## config.mk

```make
export PLATFORM = sky130hd
export DESIGN_NAME = hilo_muldiv_sequencer
export DESIGN_NICKNAME = d
export VERILOG_FILES = /design/src/rtl/hilo_muldiv_sequencer.sv
export SDC_FILE = /design/constraint.sdc
export NUM_CORES = 1
export LEC_CHECK = 0
export ABC_AREA = 1
export CAP_MARGIN = 5
export CORE_MARGIN = 10
export CORE_UTILIZATION = 50
export CTS_CLUSTER_SIZE = 30
export DETAILED_ROUTE_END_ITERATION = 12
export GPL_TIMING_DRIVEN = 0
export PLACE_DENSITY_LB_ADDON = 0.2
export SLEW_MARGIN = 20
export SYNTH_ARGS = -nofsm -noshare
export SYNTH_HDL_FRONTEND = slang
export SYNTH_SLANG_ARGS = --single-unit
```

## constraint.sdc

```tcl
create_clock -name CLOCK -period 4.25 [get_ports CLOCK]
set_clock_uncertainty 0.2 [all_clocks]
set_input_delay 0.85 -clock CLOCK [delete_from_list [all_inputs] [get_ports CLOCK]]
set_output_delay 0.85 -clock CLOCK [all_outputs]
set_load 0.02 [all_outputs]
```

## src/rtl/hilo_muldiv_sequencer.sv

```systemverilog
// hilo_muldiv_sequencer: iterative MULT/DIV sequencer owning the architectural HI/LO registers
module hilo_muldiv_sequencer #(
   parameter int XLEN = 32
) (
   input  logic            CLOCK,
   input  logic            RESET,
   input  logic            Start_IN,
   input  logic [2:0]      Op_IN,
   input  logic [XLEN-1:0] OperandA_IN,
   input  logic [XLEN-1:0] OperandB_IN,
   input  logic            ReadHILO_IN,
   input  logic            Flush_IN,
   output logic            Busy_OUT,
   output logic            Stall_OUT,
   output logic            Done_OUT,
   output logic [XLEN-1:0] HI_OUT,
   output logic [XLEN-1:0] LO_OUT
);
   localparam int CW = $clog2(XLEN);
   typedef enum logic [1:0] {IDLE, RUN, FIX} state_t;
   state_t            state_q;
   logic [CW-1:0]     count_q;
   logic              div_q, neg_q, rneg_q, done_q;
   logic [XLEN-1:0]   a_q, b_q, hi_q, lo_q, hi_d, lo_d, quo, rem, sub, a_mag, b_mag;
   logic [2*XLEN-1:0] p_q, p_d, prod;
   logic [XLEN:0]     sum;
   logic              ge, a_neg, b_neg;
   // Signed ops work on magnitudes; unsigned ops pass operands through raw
   assign a_neg = ~Op_IN[0] & OperandA_IN[XLEN-1];
   assign b_neg = ~Op_IN[0] & OperandB_IN[XLEN-1];
   assign a_mag = a_neg ? -OperandA_IN : OperandA_IN;
   assign b_mag = b_neg ? -OperandB_IN : OperandB_IN;
   // One shift-add or restoring-divide step, plus the final sign fix-up of the result
   always_comb begin
      sum  = {1'b0, p_q[2*XLEN-1:XLEN]} + {1'b0, a_q};
      ge   = p_q[2*XLEN-1:XLEN-1] >= {1'b0, b_q};
      sub  = p_q[2*XLEN-2:XLEN-1] - b_q;
      p_d  = div_q ? (ge ? {sub, p_q[XLEN-2:0], 1'b1} : {p_q[2*XLEN-2:0], 1'b0})
                   : (p_q[0] ? {sum, p_q[XLEN-1:1]} : {1'b0, p_q[2*XLEN-1:1]});
      prod = neg_q ? -p_q : p_q;
      quo  = (b_q == '0) ? '1 : (neg_q ? -p_q[XLEN-1:0] : p_q[XLEN-1:0]);
      rem  = rneg_q ? -p_q[2*XLEN-1:XLEN] : p_q[2*XLEN-1:XLEN];
      {hi_d, lo_d} = div_q ? {rem, quo} : prod;
   end
   // Sequencer FSM: accept in IDLE, iterate XLEN times in RUN, commit in FIX
   always_ff @(posedge CLOCK or negedge RESET)
      if (!RESET) begin
         state_q <= IDLE;
         count_q <= '0;
         div_q   <= 1'b0;
         neg_q   <= 1'b0;
         rneg_q  <= 1'b0;
         done_q  <= 1'b0;
         a_q     <= '0;
         b_q     <= '0;
         p_q     <= '0;
         hi_q    <= '0;
         lo_q    <= '0;
      end else begin
         done_q <= 1'b0;
         if (Flush_IN) begin
            state_q <= IDLE;
            count_q <= '0;
         end else
            case (state_q)
               IDLE:
                  if (Start_IN) begin
                     if (Op_IN == 3'b100) hi_q <= OperandA_IN;
                     else if (Op_IN == 3'b101) lo_q <= OperandA_IN;
                     else if (!Op_IN[2]) begin
                        div_q   <= Op_IN[1];
                        neg_q   <= a_neg ^ b_neg;
                        rneg_q  <= a_neg;
                        a_q     <= a_mag;
                        b_q     <= b_mag;
                        p_q     <= {{XLEN{1'b0}}, Op_IN[1] ? a_mag : b_mag};
                        count_q <= '0;
                        state_q <= RUN;
                     end
                  end
               RUN: begin
                  p_q     <= p_d;
                  count_q <= count_q + 1'b1;
                  if (count_q == CW'(XLEN-1)) state_q <= FIX;
               end
               FIX: begin
                  hi_q    <= hi_d;
                  lo_q    <= lo_d;
                  done_q  <= 1'b1;
                  state_q <= IDLE;
               end
               default: state_q <= IDLE;
            endcase
      end
   assign Busy_OUT  = state_q != IDLE;
   assign Stall_OUT = (Start_IN | ReadHILO_IN) & Busy_OUT;
   assign Done_OUT  = done_q;
   assign HI_OUT    = hi_q;
   assign LO_OUT    = lo_q;
endmodule

```

==> results of run 1 <==
where the power goes:
part           switching [mW]  internal [mW]  total (mW)  leakage [nW]
Sequential               1.15           2.44        3.59          2.41
Combinational            6.30           2.94        9.24          8.33
Clock                   0.973           1.37        2.34         0.428
Total                    8.42           6.75        15.2          11.2
layer usage:
layer / track usage / wire (um)
met1: 0.495 / 36000
met2: 0.576 / 39600
met3: 0.106 / 12200
met4: 0.259 / 7580
met5: 0 / 9
cell families after synthesis:
family	share of synthesized area
and+or+nand+nor	0.429
DFF	0.262
xor gates and xnor gates	0.0244
buffers and inverters	0.104
adders and majority gates	0.0472
AOI/OAI and AO/OA	0.133
how the worst max path moves through the flow:
stage,startpoint,end,slack (ns),cells after the start
after global routing,p_q[0],HI_OUT[8],0.12,14
after CTS,p_q[0],HI_OUT[8],0.12,14
after floorplan,p_q[0],HI_OUT[6],1.68,14
after detailed placement,p_q[0],HI_OUT[8],0.16,14
after global placement,RESET,a_q[19],-6.12,1
final,p_q[0],HI_OUT[8],0.15,14
Yosys cell counts (all sizes together) (2+ instances only):
| cell | count | area share |
|---|---|---|
| and2 | 3 | 0.00097 |
| ha | 70 | 0.045 |
| o21a | 18 | 0.0070 |
| nor3 | 26 | 0.0070 |
| nand2 | 1039 | 0.20 |
| buf | 37 | 0.0095 |
| o21bai | 9 | 0.0035 |
| o22ai | 2 | 0.00097 |
| nor2 | 452 | 0.090 |
| nor4 | 4 | 0.0013 |
| fa | 2 | 0.0021 |
| dfrtp | 203 | 0.26 |
| inv | 413 | 0.080 |
| xnor2 | 15 | 0.0068 |
| clkbuf | 74 | 0.014 |
| nand3b | 17 | 0.0066 |
| or2 | 20 | 0.0065 |
| a31oi | 4 | 0.0013 |
| a22oi | 8 | 0.0031 |
| a21boi | 14 | 0.0054 |
| o21ai | 190 | 0.050 |
| nand4 | 62 | 0.020 |
| xor2 | 39 | 0.018 |
| a21o | 2 | 0.00077 |
| nand3 | 359 | 0.093 |
| o211ai | 11 | 0.0043 |
| a21oi | 209 | 0.055 |
registers in the layout (all words and copies together) (netlist names):
register and cells:
state_q 2, neg_q 1, rneg_q 1, div_q 1, count_q 5, HI_OUT 32
a_q 32, Done_OUT 1, LO_OUT 32, b_q 32, p_q 64
stage by stage:
stage	power, mW	cells	hold slack, ns
3_5_place_dp	12.4	3964	0.274
2_1_floorplan	9.08	3309	0.253
5_1_grt	16.1	4008	0.173
6_report	15.2	4008	0.121
4_1_cts	14.7	4008	0.163
3_3_place_gp	12.3	3963	0.267
cell type report:
type                    count  share of cell area
repair buffers            137              0.0625
flip-flops and latches    203               0.228
inverters                 414              0.0697
plain buffers             111              0.0208
multi-input cells        2581               0.552
clock inverters             9             0.00606
well taps                 518              0.0291
clock buffers              35              0.0324
timing repair:
| item | 4_1_cts | 5_1_grt |
|---|---|---|
| hold buffers | 0 | 0 |
| endpoints found under the setup margin | 0 | 10 |
| gates resized for setup | 0 | 3 |
==> reports/results.ini, run 1 <==
[cells_and_area]
nNetsFinal = 3617
area_delta_synth_final_pct = 15.0
utilization = 0.580
multiInputGateArea_mm2 = 0.0123
layout_common_cells = nand2_1, nor2_1, inv_1, nand3_1, a21oi_1
final_common_cell = nand2_1
final_area_mm2 = 0.0223
drive_gt1_frac = 0.0398
nFillCells = 3891
seq_area_mm2 = 0.00508
diodes = 0

[critical_path]
critPathTopFamily = simple AND/OR/NAND/NOR gates
rr_startpoint = p_q[0]
ff2ff_path_depth = 14
crit_fanout = 10
start_kind = register
cp_num_buf_inv = 3
cp.required_ns = 4.56
crit_top_cell = nand2_1
critPathMaxStageDelay_ns = 0.52
end_kind = register
critPathKind = reg -> reg
arrival_ns = 4.41
slowest_stage = dfrtp_1
worstPathCellList = inv_2, clkbuf_1, clkbuf_2, ha_1, nand2_1, nor2_1, nand2_1, nor2_1, nand3_1, nand2_1, nand2_1, nand3_1, nand3_1, a21oi_1
r2r_slack_ns = 0.15
rr_endpoint = HI_OUT[8]

[floorplanning]
start_util = 0.504
core_area_mm2 = 0.0385
pin_count = 139
die_x_um = 217
die_area_mm2 = 0.0471
core.rowCount = 72
die_y_um = 217

[run_status]
status = completed

[sta]
fin_crit_ns = 4.10
tightest_slew_ns = 1.14
drv_slew = 0
max_freq_ghz = 0.244
finalSetupViolCount = 0
timing.final.crit_share = 0.965
setup_slack_ns = 0.150
setup_tns_ns = 0
rsz0062_at_grt = no
hold_viol = 0
slew-limit-headroom = 0.239

[placed_design]
gp_congestion = 1.10
dp_worst_setup_slack_ns = 0.155
placed_area_mm2 = 0.0214
dpl.hpwl_um = 76900
io_buffers = 136

[pwr]
p_per_area_mw_per_mm2 = 680
ir_worst_vdd_v = 0.000406
power_leakage_nw = 11.2

[global_routing]
grt_pass1_vias = 22499
antenna_found_initial = 1
track_usage = 0.391
overflow = 0
grt_pass1_wl_um = 140000
grt_max_degree = 107

[cts]
clock-sinks = 203
htree_levels = 1
cts_made_buffers = 25
tritoncts = done
post_cts_buffers = 0
worst_skew_pair.late_latency_ns = 0.59
clockBufferDepth = 3
cts_root_buffer = clkbuf_16
clk_pin_slew_ns = 0.06

[routing]
viasPerCell = 6.02
vias = 24121
wl_per_cell_um = 23.8
wl_um = 95400
ant_nets = 0
first_iter_violations = 3128
drc_errors = 0
drtPass1Iterations = 6

[synthesis]
synth_edf_count = 0
synth_cells = 3309
synth_seq_cells = 203
synth_nets = 3453
ys_types = 52
yosysWarnings = 0
synth_area_mm2 = 0.0194
synth_seq_area_share = 0.262
async_flop_share = 1.00
syn_avg_cell_area_um2 = 5.86
synth_ff_type = dfrtp_1

[flow_run]
maxCapViolations = 0

[worst_hold_path]
min_path_type = in -> async

(Power assumes the default switching activity.)
==> inputs of run 2 (changes only) <==
--- a/config.mk
+++ b/config.mk
@@ -12,7 +12,7 @@
 export CTS_CLUSTER_SIZE = 30
 export DETAILED_ROUTE_END_ITERATION = 12
 export GPL_TIMING_DRIVEN = 0
-export PLACE_DENSITY_LB_ADDON = 0.2
+export PLACE_DENSITY_LB_ADDON = 0.05
 export SLEW_MARGIN = 20
 export SYNTH_ARGS = -nofsm -noshare
 export SYNTH_HDL_FRONTEND = slang
==> reports/results.ini, run 2 (synthesis gave the netlist of run 1 again) <==
[run_status]
status = completed

[cells_and_area]
utilization = 0.582  ; +0.00260
nFillCells = 3930  ; +1.0%
final_area_mm2 = 0.0224  ; +0.45%
largest_reg_flops = 64  ; unchanged
top_register = p_q
drive_gt1_frac = 0.0412  ; +0.00139
fin_cells = 4013  ; +0.12%
seq_area_mm2 = 0.00508  ; unchanged
multiInputGateArea_mm2 = 0.0123  ; unchanged
nNetsFinal = 3620  ; +0.083%
layout_common_cells = nand2_1, nor2_1, inv_1, nand3_1, a21oi_1
area_delta_synth_final_pct = 15.5
final_common_cell = nand2_1

[routing]
drc_errors = 0  ; unchanged
drtPass1Iterations = 7  ; +1
viasPerCell = 6.02  ; about the same
wl_um = 92800  ; -2.7%
first_iter_violations = 3286  ; +5.1%
vias = 24157  ; +0.15%
wl_per_cell_um = 23.1  ; -2.8%
ant_nets = 0  ; unchanged

[sta]
hold_viol = 0  ; unchanged
slew-limit-headroom = 0.174  ; -0.0648
rsz0062_at_grt = no
setup_tns_ns = 0  ; unchanged
fin_crit_ns = 3.97  ; -0.128 ns
max_freq_ghz = 0.252  ; +3.2%
holdWs_ns = 0.290  ; +0.170 ns
finalSetupViolCount = 0  ; unchanged
timing.final.crit_share = 0.935  ; -0.0300
setup_slack_ns = 0.277  ; +0.128 ns
drv_slew = 0  ; unchanged
tightest_slew_ns = 1.23  ; +0.0969 ns

[pwr]
p_per_area_mw_per_mm2 = 674  ; -0.94%
p_clk_frac = 0.160  ; +0.006
ir_worst_vdd_v = 0.000347  ; -14%
switching_share = 0.547  ; -0.00817
power_leakage_nw = 11.2  ; +0.29%
p_sw_mw = 8.25  ; -2.0%
combPwrFrac = 0.606  ; -0.003
intPower_mw = 6.84  ; +1.3%
power_frac_seq = 0.234  ; -0.003
finalPower_mw = 15.1  ; -0.50%

[placed_design]
dpl.hpwl_um = 75300  ; -2.2%
dp_worst_setup_slack_ns = 0.258  ; +0.103 ns
io_buffers = 136  ; unchanged
placed_area_mm2 = 0.0215  ; +0.13%
gp_congestion = 1.09  ; -0.72%
dp.cells = 3965  ; +0.025%

[floorplanning]
die_area_mm2 = 0.0471  ; unchanged
start_util = 0.504  ; unchanged
core_area_mm2 = 0.0385  ; unchanged
pin_count = 139  ; unchanged
die_x_um = 217  ; unchanged
core.rowCount = 72  ; unchanged
die_y_um = 217  ; unchanged

[critical_path]
cp.required_ns = 4.54  ; -0.02 ns
cp_num_buf_inv = 3  ; unchanged
rr_startpoint = p_q[0]
r2r_slack_ns = 0.28  ; +0.13 ns
start_kind = register
critPathMaxStageDelay_ns = 0.53  ; about the same
ff2ff_path_depth = 14  ; unchanged
critPathTopFamily = simple AND/OR/NAND/NOR gates
end_kind = register
slowest_stage = dfrtp_1
crit_fanout = 10  ; unchanged
worstPathCellList = inv_2, clkbuf_1, clkbuf_2, ha_1, nand2_1, nor2_1, nand2_1, nor2_1, nand3_1, nand2_1, nand3_1, nand3_1, nand3_1, a21oi_1
arrival_ns = 4.26  ; -0.15 ns
startpoint = p_q[0]
critPathKind = reg -> reg
rr_endpoint = HI_OUT[24]
crit_top_cell = nand3_1

[cts]
cts_made_buffers = 26  ; +4.0%
htree_levels = 1  ; unchanged
clk_pin_slew_ns = 0.06  ; about the same
post_cts_buffers = 0  ; unchanged
tritoncts = done
clockBufferDepth = 3  ; unchanged
cts_root_buffer = clkbuf_16
worst_skew_pair.late_latency_ns = 0.59  ; about the same
clock-sinks = 203  ; unchanged

[flow_run]
maxCapViolations = 0  ; unchanged

[worst_hold_path]
hold_start = b_q[20]
holdPathStages = 2
hold-path-endpoint = b_q[20]
min_path_type = reg -> reg

[global_routing]
track_usage = 0.381  ; -0.0100
grt_pass1_vias = 22129  ; -1.6%
antenna_found_initial = 3  ; +2
grt_max_degree = 98  ; -8.4%
overflow = 0  ; unchanged
grt_pass1_wl_um = 136000  ; -2.3%

==> run 2: timing repair <==
| item | CTS | global route |
|---|---|---|
| endpoints found under the setup margin | 0 | 8 |
| resized for setup | 0 | 3 |
| endpoints found under the hold margin | 10 | 0 |
| hold buffers | 1 | 0 |
==> run 2: worst max-delay path by stage <==
stage	end	depth (start not counted)
3_5_place_dp	HI_OUT[24]	14
6_report	HI_OUT[24]	14
4_1_cts	HI_OUT[24]	14
3_3_place_gp	LO_OUT[7]	1
5_1_grt	HI_OUT[6]	14
2_1_floorplan	HI_OUT[6]	14
==> run 2: final cells by class <==
cell class,count,share of cell area
diodes,1,0.000112
repair buffers,139,0.0639
multi-input cells,2581,0.549
plain buffers,111,0.0207
clock buffers,33,0.0325
clock inverters,13,0.00855
flip-flops and latches,203,0.227
inverters,414,0.0694
well taps,518,0.0289
==> run 2: worst reg2reg max path, cell delays in order (launching register included) <==
cell and delay (ns):
dfrtp_1 0.53, inv_2 0.22, clkbuf_1 0.41, clkbuf_2 0.49
ha_1 0.34, nand2_1 0.13, nor2_1 0.23, nand2_1 0.22
nor2_1 0.27, nand3_1 0.20, nand2_1 0.15, nand3_1 0.11
nand3_1 0.11, nand3_1 0.10, a21oi_1 0.16
==> run 2: power by group through the flow <==
stage	Clock [mW]	Sequential, mW	Combinational (mW)
after floorplan	0	3.08	6.00
after global placement	0	3.45	8.69
after detailed placement	0	3.45	8.80
after CTS	2.41	3.42	8.85
after global routing	2.48	3.51	10.1
final	2.41	3.53	9.15
==> run 2: routing by layer <==
layer,GRT usage,vias up,part of all wire
li1,-,10978,-
met1,0.478,11261,0.38
met2,0.569,1577,0.42
met3,0.116,339,0.13
met4,0.223,2,0.070
met5,0,-,0.00014
